$ cat config.mk
export PLATFORM = sky130hd
export DESIGN_NAME = axi_bram_hs_writer
export DESIGN_NICKNAME = d
export VERILOG_FILES = /design/src/rtl/axi_bram_hs_writer.sv
export SDC_FILE = /design/constraint.sdc
export NUM_CORES = 1
export LEC_CHECK = 0
export ABC_AREA = 1
export CORE_MARGIN = 5
export CORE_UTILIZATION = 35
export CTS_CLUSTER_SIZE = 10
export DETAILED_ROUTE_END_ITERATION = 12
export PLACE_DENSITY = 0.58
export SLEW_MARGIN = 20
export SYNTH_ARGS = -nofsm -noshare
export SYNTH_HDL_FRONTEND = slang
export SYNTH_SLANG_ARGS = --single-unit
$ cat constraint.sdc
create_clock -name aclk -period 1.7 [get_ports aclk]
set_input_delay 0.51 -clock aclk [delete_from_list [all_inputs] [get_ports aclk]]
set_output_delay 0.51 -clock aclk [all_outputs]
set_load 0.1 [all_outputs]
$ cat src/rtl/axi_bram_hs_writer.sv
// axi_bram_hs_writer
//
// AXI4-Lite write-only slave that drives one port of a true-dual-port BRAM.
// The AW and W channels each have a single-entry holding register, so the
// master can present them in any order or in the same cycle, with any gap
// between them. A BRAM write is committed only when both entries are held
// and the B channel can accept a response. The address, data and byte
// enables driven to the BRAM are registered, and bram_porta_we is high for
// exactly one cycle per issued write.
//
// Optional feature (compile-time macro AXI_BRAM_HS_WRITER_RANGE_CHECK_EN):
//   a write whose word index is >= BRAM_DEPTH is answered with SLVERR, is
//   not issued to the BRAM and is not counted. Without the macro, every
//   write is issued and answered OKAY, and out-of-range indices alias
//   within the BRAM.
//
// Ports:
//   aclk, aresetn          single clock, asynchronous active-low reset
//   s_axi_aw*              write-address channel (awready = entry empty)
//   s_axi_w*               write-data channel (wready = entry empty)
//   s_axi_b*               write-response channel
//   bram_porta_*           BRAM port A: clock, reset, registered addr/data/we
//   sts_wr_count           running count of issued writes, wraps at 2^CNT_WIDTH

module axi_bram_hs_writer #(
    parameter int AXI_DATA_WIDTH  = 32,
    parameter int AXI_ADDR_WIDTH  = 32,
    parameter int BRAM_DATA_WIDTH = 32,
    parameter int BRAM_ADDR_WIDTH = 10,
    parameter int BRAM_DEPTH      = 1024,
    parameter int CNT_WIDTH       = 32
) (
    input  logic                         aclk,
    input  logic                         aresetn,
    input  logic [AXI_ADDR_WIDTH-1:0]    s_axi_awaddr,
    input  logic                         s_axi_awvalid,
    output logic                         s_axi_awready,
    input  logic [AXI_DATA_WIDTH-1:0]    s_axi_wdata,
    input  logic [AXI_DATA_WIDTH/8-1:0]  s_axi_wstrb,
    input  logic                         s_axi_wvalid,
    output logic                         s_axi_wready,
    output logic [1:0]                   s_axi_bresp,
    output logic                         s_axi_bvalid,
    input  logic                         s_axi_bready,
    output logic                         bram_porta_clk,
    output logic                         bram_porta_rst,
    output logic [BRAM_ADDR_WIDTH-1:0]   bram_porta_addr,
    output logic [BRAM_DATA_WIDTH-1:0]   bram_porta_wrdata,
    output logic [BRAM_DATA_WIDTH/8-1:0] bram_porta_we,
    output logic [CNT_WIDTH-1:0]         sts_wr_count
);

    localparam int ADDR_LSB = $clog2(AXI_DATA_WIDTH / 8);
    localparam logic [1:0] RESP_OKAY = 2'b00;
    // One extra bit so BRAM_DEPTH == 2^BRAM_ADDR_WIDTH is representable.
    localparam logic [BRAM_ADDR_WIDTH:0] DEPTH_L = (BRAM_ADDR_WIDTH + 1)'(BRAM_DEPTH);
`ifdef AXI_BRAM_HS_WRITER_RANGE_CHECK_EN
    localparam logic [1:0] RESP_SLVERR = 2'b10;
`endif

    // Holds readies low until the first clock edge after reset release.
    logic                         rdy_q, rdy_d;

    logic                         aw_full_q, aw_full_d;
    logic [BRAM_ADDR_WIDTH-1:0]   aw_idx_q, aw_idx_d;

    logic                         w_full_q, w_full_d;
    logic [BRAM_DATA_WIDTH-1:0]   w_data_q, w_data_d;
    logic [BRAM_DATA_WIDTH/8-1:0] w_strb_q, w_strb_d;

    logic                         bvalid_q, bvalid_d;
    logic [1:0]                   bresp_q, bresp_d;

    logic [BRAM_ADDR_WIDTH-1:0]   addr_q, addr_d;
    logic [BRAM_DATA_WIDTH-1:0]   wrdata_q, wrdata_d;
    logic [BRAM_DATA_WIDTH/8-1:0] we_q, we_d;
    logic [CNT_WIDTH-1:0]         cnt_q, cnt_d;

    logic                         aw_hs, w_hs, commit, issue;
    logic [1:0]                   resp;

    // Upper address bits and byte-offset bits are intentionally ignored.
    logic                         unused_ok;
    assign unused_ok = ^{s_axi_awaddr, DEPTH_L};

    assign s_axi_awready     = rdy_q & ~aw_full_q;
    assign s_axi_wready      = rdy_q & ~w_full_q;
    assign s_axi_bvalid      = bvalid_q;
    assign s_axi_bresp       = bresp_q;
    assign bram_porta_clk    = aclk;
    assign bram_porta_rst    = ~aresetn;
    assign bram_porta_addr   = addr_q;
    assign bram_porta_wrdata = wrdata_q;
    assign bram_porta_we     = we_q;
    assign sts_wr_count      = cnt_q;

    always_comb begin
        aw_hs  = s_axi_awvalid & s_axi_awready;
        w_hs   = s_axi_wvalid & s_axi_wready;
        // A response slot is free if none is pending or the pending one is
        // being accepted this cycle.
        commit = aw_full_q & w_full_q & (~bvalid_q | s_axi_bready);
`ifdef AXI_BRAM_HS_WRITER_RANGE_CHECK_EN
        if ({1'b0, aw_idx_q} < DEPTH_L) begin
            issue = commit;
            resp  = RESP_OKAY;
        end else begin
            issue = 1'b0;
            resp  = RESP_SLVERR;
        end
`else
        issue = commit;
        resp  = RESP_OKAY;
`endif
    end

    always_comb begin
        rdy_d     = 1'b1;
        aw_full_d = aw_full_q;
        aw_idx_d  = aw_idx_q;
        w_full_d  = w_full_q;
        w_data_d  = w_data_q;
        w_strb_d  = w_strb_q;
        bvalid_d  = bvalid_q;
        bresp_d   = bresp_q;
        addr_d    = addr_q;
        wrdata_d  = wrdata_q;
        we_d      = '0;
        cnt_d     = cnt_q;

        // A handshake can only happen on an empty entry and a commit only
        // on a full one, so these never collide within one channel.
        if (commit) begin
            aw_full_d = 1'b0;
            w_full_d  = 1'b0;
            addr_d    = aw_idx_q;
            wrdata_d  = w_data_q;
            bvalid_d  = 1'b1;
            bresp_d   = resp;
        end else if (s_axi_bready) begin
            bvalid_d  = 1'b0;
        end

        if (issue) begin
            we_d  = w_strb_q;
            cnt_d = cnt_q + CNT_WIDTH'(1);
        end

        if (aw_hs) begin
            aw_full_d = 1'b1;
            aw_idx_d  = s_axi_awaddr[ADDR_LSB +: BRAM_ADDR_WIDTH];
        end

        if (w_hs) begin
            w_full_d = 1'b1;
            w_data_d = s_axi_wdata;
            w_strb_d = s_axi_wstrb;
        end
    end

    always_ff @(posedge aclk or negedge aresetn) begin
        if (!aresetn) begin
            rdy_q     <= 1'b0;
            aw_full_q <= 1'b0;
            aw_idx_q  <= '0;
            w_full_q  <= 1'b0;
            w_data_q  <= '0;
            w_strb_q  <= '0;
            bvalid_q  <= 1'b0;
            bresp_q   <= RESP_OKAY;
            addr_q    <= '0;
            wrdata_q  <= '0;
            we_q      <= '0;
            cnt_q     <= '0;
        end else begin
            rdy_q     <= rdy_d;
            aw_full_q <= aw_full_d;
            aw_idx_q  <= aw_idx_d;
            w_full_q  <= w_full_d;
            w_data_q  <= w_data_d;
            w_strb_q  <= w_strb_d;
            bvalid_q  <= bvalid_d;
            bresp_q   <= bresp_d;
            addr_q    <= addr_d;
            wrdata_q  <= wrdata_d;
            we_q      <= we_d;
            cnt_q     <= cnt_d;
        end
    end

endmodule

**Word-level counts from Yosys, hierarchy flattened**

Index checks and enable logic that the tools add are counted.

- Input port bits: 73
- Bits in read-only memories: 0
- Register bits after elaboration: 128
- Memories: 0
- Output and inout port bits: 85
- Bits in latches: 0
- RAM bits: 0
- Logic and storage cells: 32

- Order comparisons: 0
- Bitwise operators: 11
- $add $sub $neg: 1
- Equality and inequality tests: 0
- Muxes and demuxes: 6
- Shifts and indexed selects: 0
- Multiply operators: 0
- Reductions and logical operators: 3
- Div/mod/pow operators: 0

Operators with widths:

| cell | count |
|---|---|
| 32-bit by 1-bit adder with 32-bit output, second input constant | 1 |
| 1-bit bitwise AND | 6 |
| 2-bit nonzero test | 3 |
| 1-bit two-way mux | 5 |
| 4-bit two-way mux | 1 |
| 1-bit inverter | 4 |
| 1-bit OR | 1 |

**Logic depth before layout (Yosys ltp)**

Gate-level depths: netlist of the first run.

- Word-level depth: 5
- Mapped depth: 10
- Depth with buffers taken out: 10

==> metrics, run 1 <==
min Tclk post-route 1.783 ns; Mapped Avg Cell Area 9.283 sq um; Worst Skew 0.009066 ns; Placed Cells 899; adder-cell area share of the yosys netlist 0.2336%; run status complete, but fails checks; Leak 0.004200 uW; Nets 830; Slew Limit Fails 0; Pwr Total 19060 uW; share of cells above drive strength 1 31.21%; largest family of logic cells by synthesized area simple AND/OR/NAND/NOR gates; Die Height 133.7 um; grt total ovfl 0; period utilisation layout 104.9%; synthesized flop and latch total 128; cell count after synthesis 577; fmax 0.5608 GHz; Avg WL per Cell 14.78 um; Post-DP HPWL 9867 um; CTS tree done; startpoint types flop; Least-Margin Pin Slew 0.7391 ns; Synth Area in Compound Gates 4.905%; unrepaired setup endpoints after global routing true; total number of vias 4420; Die Area 17880 sq um; Synth Warn # 0; xor and xnor area share after synthesis 2.943%; GRT Total Usage 16.68%; Slew HR 50.73%; pin count of the biggest net entering global routing 129; Max-Cap Viols 0; Routed WL 14140 um; I/O pins 158; GPL Wtd Cong 0.8624; via count of the first global-routing pass 4727; Core Footprint 15090 sq um; Initial Util 35.50%; Synth Area in Simple Gates 21.28%; Final Hold Viols 0; Core Rows 45; DP Area 7893 sq um; Final WS setup -0.08319 ns; Port Buffers 133; initial antenna violation count 0; # diodes 0; Netlist cell types 28; die width 133.7 um; first-pass GRT wire length 23540 um; crit path kind flop to output port; # fillers 1276; Post-CTS Hold Fix Bufs 0; Non-Filler Instances 957; Cell Pwr Density 2162 nW/um^2; DRC Markers 0; endpoints failing setup 4; VDD IR max 1.338 mV; Via density 4.619; critical path peak fanout 2; Worst Hold Class input pin to asynchronous set/reset pin; Clock transition at path regs 0.06 ns; worst path required time 1.19 ns; final core occ 58.42%; Design Area, Final 8816 sq um; crit end category output port; Final ANT Viol Nets 0; failing checks negative setup slack; CP Data Arrival Time 1.27 ns; worst skew pair latency 0.52 ns; register area share after synthesis 59.80%; mux cell area share after synthesis 3.994%; First-pass DRT Iterations 4; Cell Area, Synth 5356 sq um; 1st-iter DRT viols 219; synth-to-layout area growth 64.59%
per-layer routing:
| layer | up-vias | share of wire, % | track usage (%) |
|---|---|---|---|
| met1 | 2115 | 41 | 19.68 |
| met4 | 0 | 2.2 | 7.314 |
| li1 | 2151 | - | - |
| met3 | 29 | 7.9 | 7.024 |
| met5 | - | 0 | 0 |
| met2 | 125 | 49 | 26.67 |
flip-flops by register name, indices dropped and copies added (netlist names):
register,cells
bram_porta_wrdata,32
bram_porta_addr,10
aw_idx_q,10
w_data_q,32
w_strb_q,4
rdy_q,1
sts_wr_count,32
s_axi_bvalid,1
w_full_q,1
bram_porta_we,4
aw_full_q,1
critical path, cell delays in order (launching register included):
cell	delay (ns)
dfrtp_1	0.41
nor2_4	0.15
buf_12	0.19
final cells by class:
| type | count | area, sq um | area share [%] |
|---|---|---|---|
| clock buffer | 23 | 544.3 | 6.174 |
| clock inverter | 12 | 157.7 | 1.788 |
| inverter | 68 | 255.2 | 2.895 |
| multi-input combinational | 363 | 1858 | 21.08 |
| sequential | 128 | 3251 | 36.87 |
| tap | 188 | 235.2 | 2.668 |
| timing repair buffer | 175 | 2515 | 28.53 |
stage by stage:
| stage | setup WS (ns) | setup TNS (ns) | hold slack, ns |
|---|---|---|---|
| after floorplan | 0.007762 | 0 | 0.2144 |
| after detailed placement | -0.5996 | -22.72 | 0.4536 |
| after global placement | -0.5996 | -22.89 | 0.4440 |
| after global routing | -0.1370 | -0.5371 | 0.1381 |
| final | -0.08319 | -0.1809 | 0.02052 |
| after CTS | -0.1089 | -0.3703 | 0.1345 |
path summary, 6_finish.rpt:
| path | start | end | slack, ns | depth (start not counted) |
|---|---|---|---|---|
| worst max register to register | sts_wr_count[0]$_DFFE_PN0P_ | sts_wr_count[17]$_DFFE_PN0P_ | 0.06 | 6 |
| min in group aclk | w_data_q[25]$_DFFE_PN0P_ | bram_porta_wrdata[25]$_DFFE_PN0P_ | 0.46 | 2 |
| worst min register to register | w_data_q[25]$_DFFE_PN0P_ | bram_porta_wrdata[25]$_DFFE_PN0P_ | 0.46 | 2 |
| worst max-delay path | aw_full_q$_DFFE_PN0P_ | s_axi_awready | -0.08 | 2 |
| max in group asynchronous | aresetn | s_axi_bvalid$_DFFE_PN0P_ | 1.03 | 2 |
| worst min-delay path | aresetn | sts_wr_count[10]$_DFFE_PN0P_ | 0.02 | 2 |
cells in the mapped netlist:
master	count	area share, %
xor2_1	7	1.1
buf_6	1	0.21
nor3_1	5	0.47
nand2_4	1	0.21
conb_1	2	0.14
xnor2_1	11	1.8
nand4_1	13	1.5
dfrtp_1	128	60
o21ai_0	23	2.1
nand3b_1	2	0.28
o21bai_1	1	0.14
clkbuf_1	8	0.56
nor3_2	1	0.19
nor2_4	4	0.84
nor2_1	60	4.2
and3_1	1	0.12
a21oi_1	27	2.5
nand3_1	20	1.9
nand2_1	157	11
inv_2	1	0.070
ha_1	1	0.23
mux2_2	19	4.0
inv_1	67	4.7
nand2_2	3	0.35
buf_4	3	0.42
o21ai_1	1	0.093
buf_2	8	0.75
nor2_2	2	0.23
where the power goes:
group	switching (uW)	internal, uW
clock	1590	2760
sequential	932	4260
combinational	6160	3350
timing repair:
| item | 4_1_cts | 5_1_grt |
|---|---|---|
| cloned | 0 | 1 |
| endpoints found under the setup margin | 16 | 51 |
| pin swaps | 1 | 5 |
| buffers inserted | 10 | 13 |
| resized for setup | 13 | 19 |
layout by cell type (no fill, tap or decap), types with 3 or more instances in the layout:
cell | Yosys | layout
clkdlybuf4s50_1 | 0 | 49
xor2_1 | 7 | 7
a21oi_1 | 27 | 27
buf_12 | 0 | 85
clkbuf_8 | 0 | 3
clkbuf_16 | 0 | 19
inv_1 | 67 | 64
inv_2 | 1 | 4
mux2_2 | 19 | 19
conb_1 | 2 | 3
buf_4 | 3 | 38
nor2_2 | 2 | 3
nand3_1 | 20 | 18
bufinv_16 | 0 | 3
nand4_1 | 13 | 13
nand2_1 | 157 | 153
nor2_1 | 60 | 57
clkinvlp_4 | 0 | 3
nand2_2 | 3 | 7
dfrtp_1 | 128 | 94
nor3_1 | 5 | 4
o21ai_0 | 23 | 23
xnor2_1 | 11 | 11
clkinv_4 | 0 | 3
dfrtp_2 | 0 | 32
nor2_4 | 4 | 6
logic make-up after synthesis:
group                    count (synthesis)
adder cells (fa/ha/maj)                  1
XOR/XNOR                                18
flip-flops                             128
other                                    2
multiplexers                            19
buffers and inverters                   88
AO/OA/AOI/OAI                           52
AND/OR/NAND/NOR                        269
Note: power is estimated with default switching activity, not from simulation.
==> inputs of run 2 (changes only) <==
--- a/config.mk
+++ b/config.mk
@@ -10,7 +10,8 @@
 export CORE_UTILIZATION = 35
 export CTS_CLUSTER_SIZE = 10
 export DETAILED_ROUTE_END_ITERATION = 12
-export PLACE_DENSITY = 0.58
+export PLACE_DENSITY = 0.69
+export RECOVER_POWER = 100
 export SLEW_MARGIN = 20
 export SYNTH_ARGS = -nofsm -noshare
 export SYNTH_HDL_FRONTEND = slang
==> metrics, run 2 (same netlist as run 1, synthesis figures left out) <==
critical path peak fanout 3; first-pass GRT wire length 20940 um; Die Area 17880 sq um; Post-CTS Hold Fix Bufs 0; I/O pins 158; most common cell after layout, fill and taps aside nand2_1; share of cells above drive strength 1 27.19%; Routed WL 12800 um; DRC Markers 0; worst skew pair latency 0.52 ns; Post-DP HPWL 9045 um; Port Buffers 133; unrepaired setup endpoints after global routing true; endpoints failing setup 4; 1st-iter DRT viols 227; crit end category output port; # diodes 0; First-pass DRT Iterations 4; Clock transition at path regs 0.06 ns; Slew Limit Fails 0; Slew HR 22.42%; run status complete, but fails checks; GRT Total Usage 14.77%; Avg WL per Cell 13.58 um; CP Data Arrival Time 1.25 ns; crit path kind flop to output port; Final ANT Viol Nets 0; Slowest-stage cell, CP dfrtp_1; Leak 0.003891 uW; die width 133.7 um; Worst Hold Class input pin to asynchronous set/reset pin; fmax 0.5683 GHz; Max-Cap Viols 0; slowest stage delay, CP 0.41 ns; Least-Margin Pin Slew 1.164 ns; grt total ovfl 0; Non-Filler Instances 942; CTS tree done; pin count of the biggest net entering global routing 129; commonest non-fill, non-tap cells in the layout nand2_1 (157), dfrtp_1 (97), inv_1 (66); failing checks negative setup slack; Placed Cells 898; Initial Util 35.50%; Final Hold Viols 0; period utilisation layout 103.5%; worst path required time 1.19 ns; Nets 816; total number of vias 4267; min Tclk post-route 1.760 ns; startpoint types flop; Core Footprint 15090 sq um; via count of the first global-routing pass 4231; Final TNS setup -0.1305 ns; Buf/Inv on CP 1; Crit path max-delay family flip-flops; Worst Skew 0.01127 ns; Core Rows 45; Cell Pwr Density 2129 nW/um^2; Pwr Total 17150 uW; Via density 4.530; initial antenna violation count 0; synth-to-layout area growth 50.39%; crit path cell chain nor2_4 > buf_12; Die Height 133.7 um; VDD IR max 1.866 mV; GPL Wtd Cong 0.8512; Final WS setup -0.05970 ns
-- run 2: path summary, 6_finish.rpt --
check                           depth (start not counted)                                 to  slack [ns]                    start
max in group asynchronous                               2        sts_wr_count[1]$_DFFE_PN0P_        0.44                  aresetn
min in group aclk                                       2     bram_porta_addr[2]$_DFFE_PN0P_        0.46  aw_idx_q[2]$_DFFE_PN0P_
worst max register to register                          7  bram_porta_wrdata[16]$_DFFE_PN0P_        0.09    aw_full_q$_DFFE_PN0P_
worst min register to register                          2     bram_porta_addr[2]$_DFFE_PN0P_        0.46  aw_idx_q[2]$_DFFE_PN0P_
worst max-delay path                                    2                       s_axi_wready       -0.06     w_full_q$_DFFE_PN0P_
worst min-delay path                                    2       sts_wr_count[10]$_DFFE_PN0P_        0.39                  aresetn
-- run 2: report_power, final --
group	internal (uW)	total, uW	switching (uW)	leakage [uW]
Sequential	4250	4960	709	0.00152
Clock	2330	3840	1510	0.000293
Combinational	2270	8340	6080	0.00208
-- run 2: cell type report --
class / instances / area (sq um)
clock buffers: 24 / 525.5
clock inverters: 10 / 88.84
fillers: 1379 / 7034
inverters: 68 / 255.2
multi-input cells: 362 / 1803
flip-flops and latches: 128 / 3247
well taps: 188 / 235.2
repair buffers: 162 / 1901
-- run 2: per-stage QoR --
stage	hold WS [ns]	util, %	worst slack, ns	cell area (sq um)
after floorplan	0.2144	-	0.007762	5420
after global placement	0.4418	52.34	-0.5996	7898
after detailed placement	0.4498	52.34	-0.5996	7898
after CTS	0.1416	56.97	-0.1156	8596
after global routing	0.4797	53.38	-0.1105	8055
final	0.3948	53.38	-0.05970	8055
-- run 2: repair_timing --
item,CTS,global route
pin swaps,1,1
endpoints found under the hold margin,0,0
gates resized for setup,12,7
cloned,0,0
setup endpoints to repair,14,13
setup buffers,9,2
-- run 2: layer usage --
metal	vias up	track usage [%]	wire (um)
met2	140	23.64	6118
li1	2122	-	-
met1	1987	17.56	5405
met3	18	6.647	1095
met4	0	5.429	178
met5	-	0	0
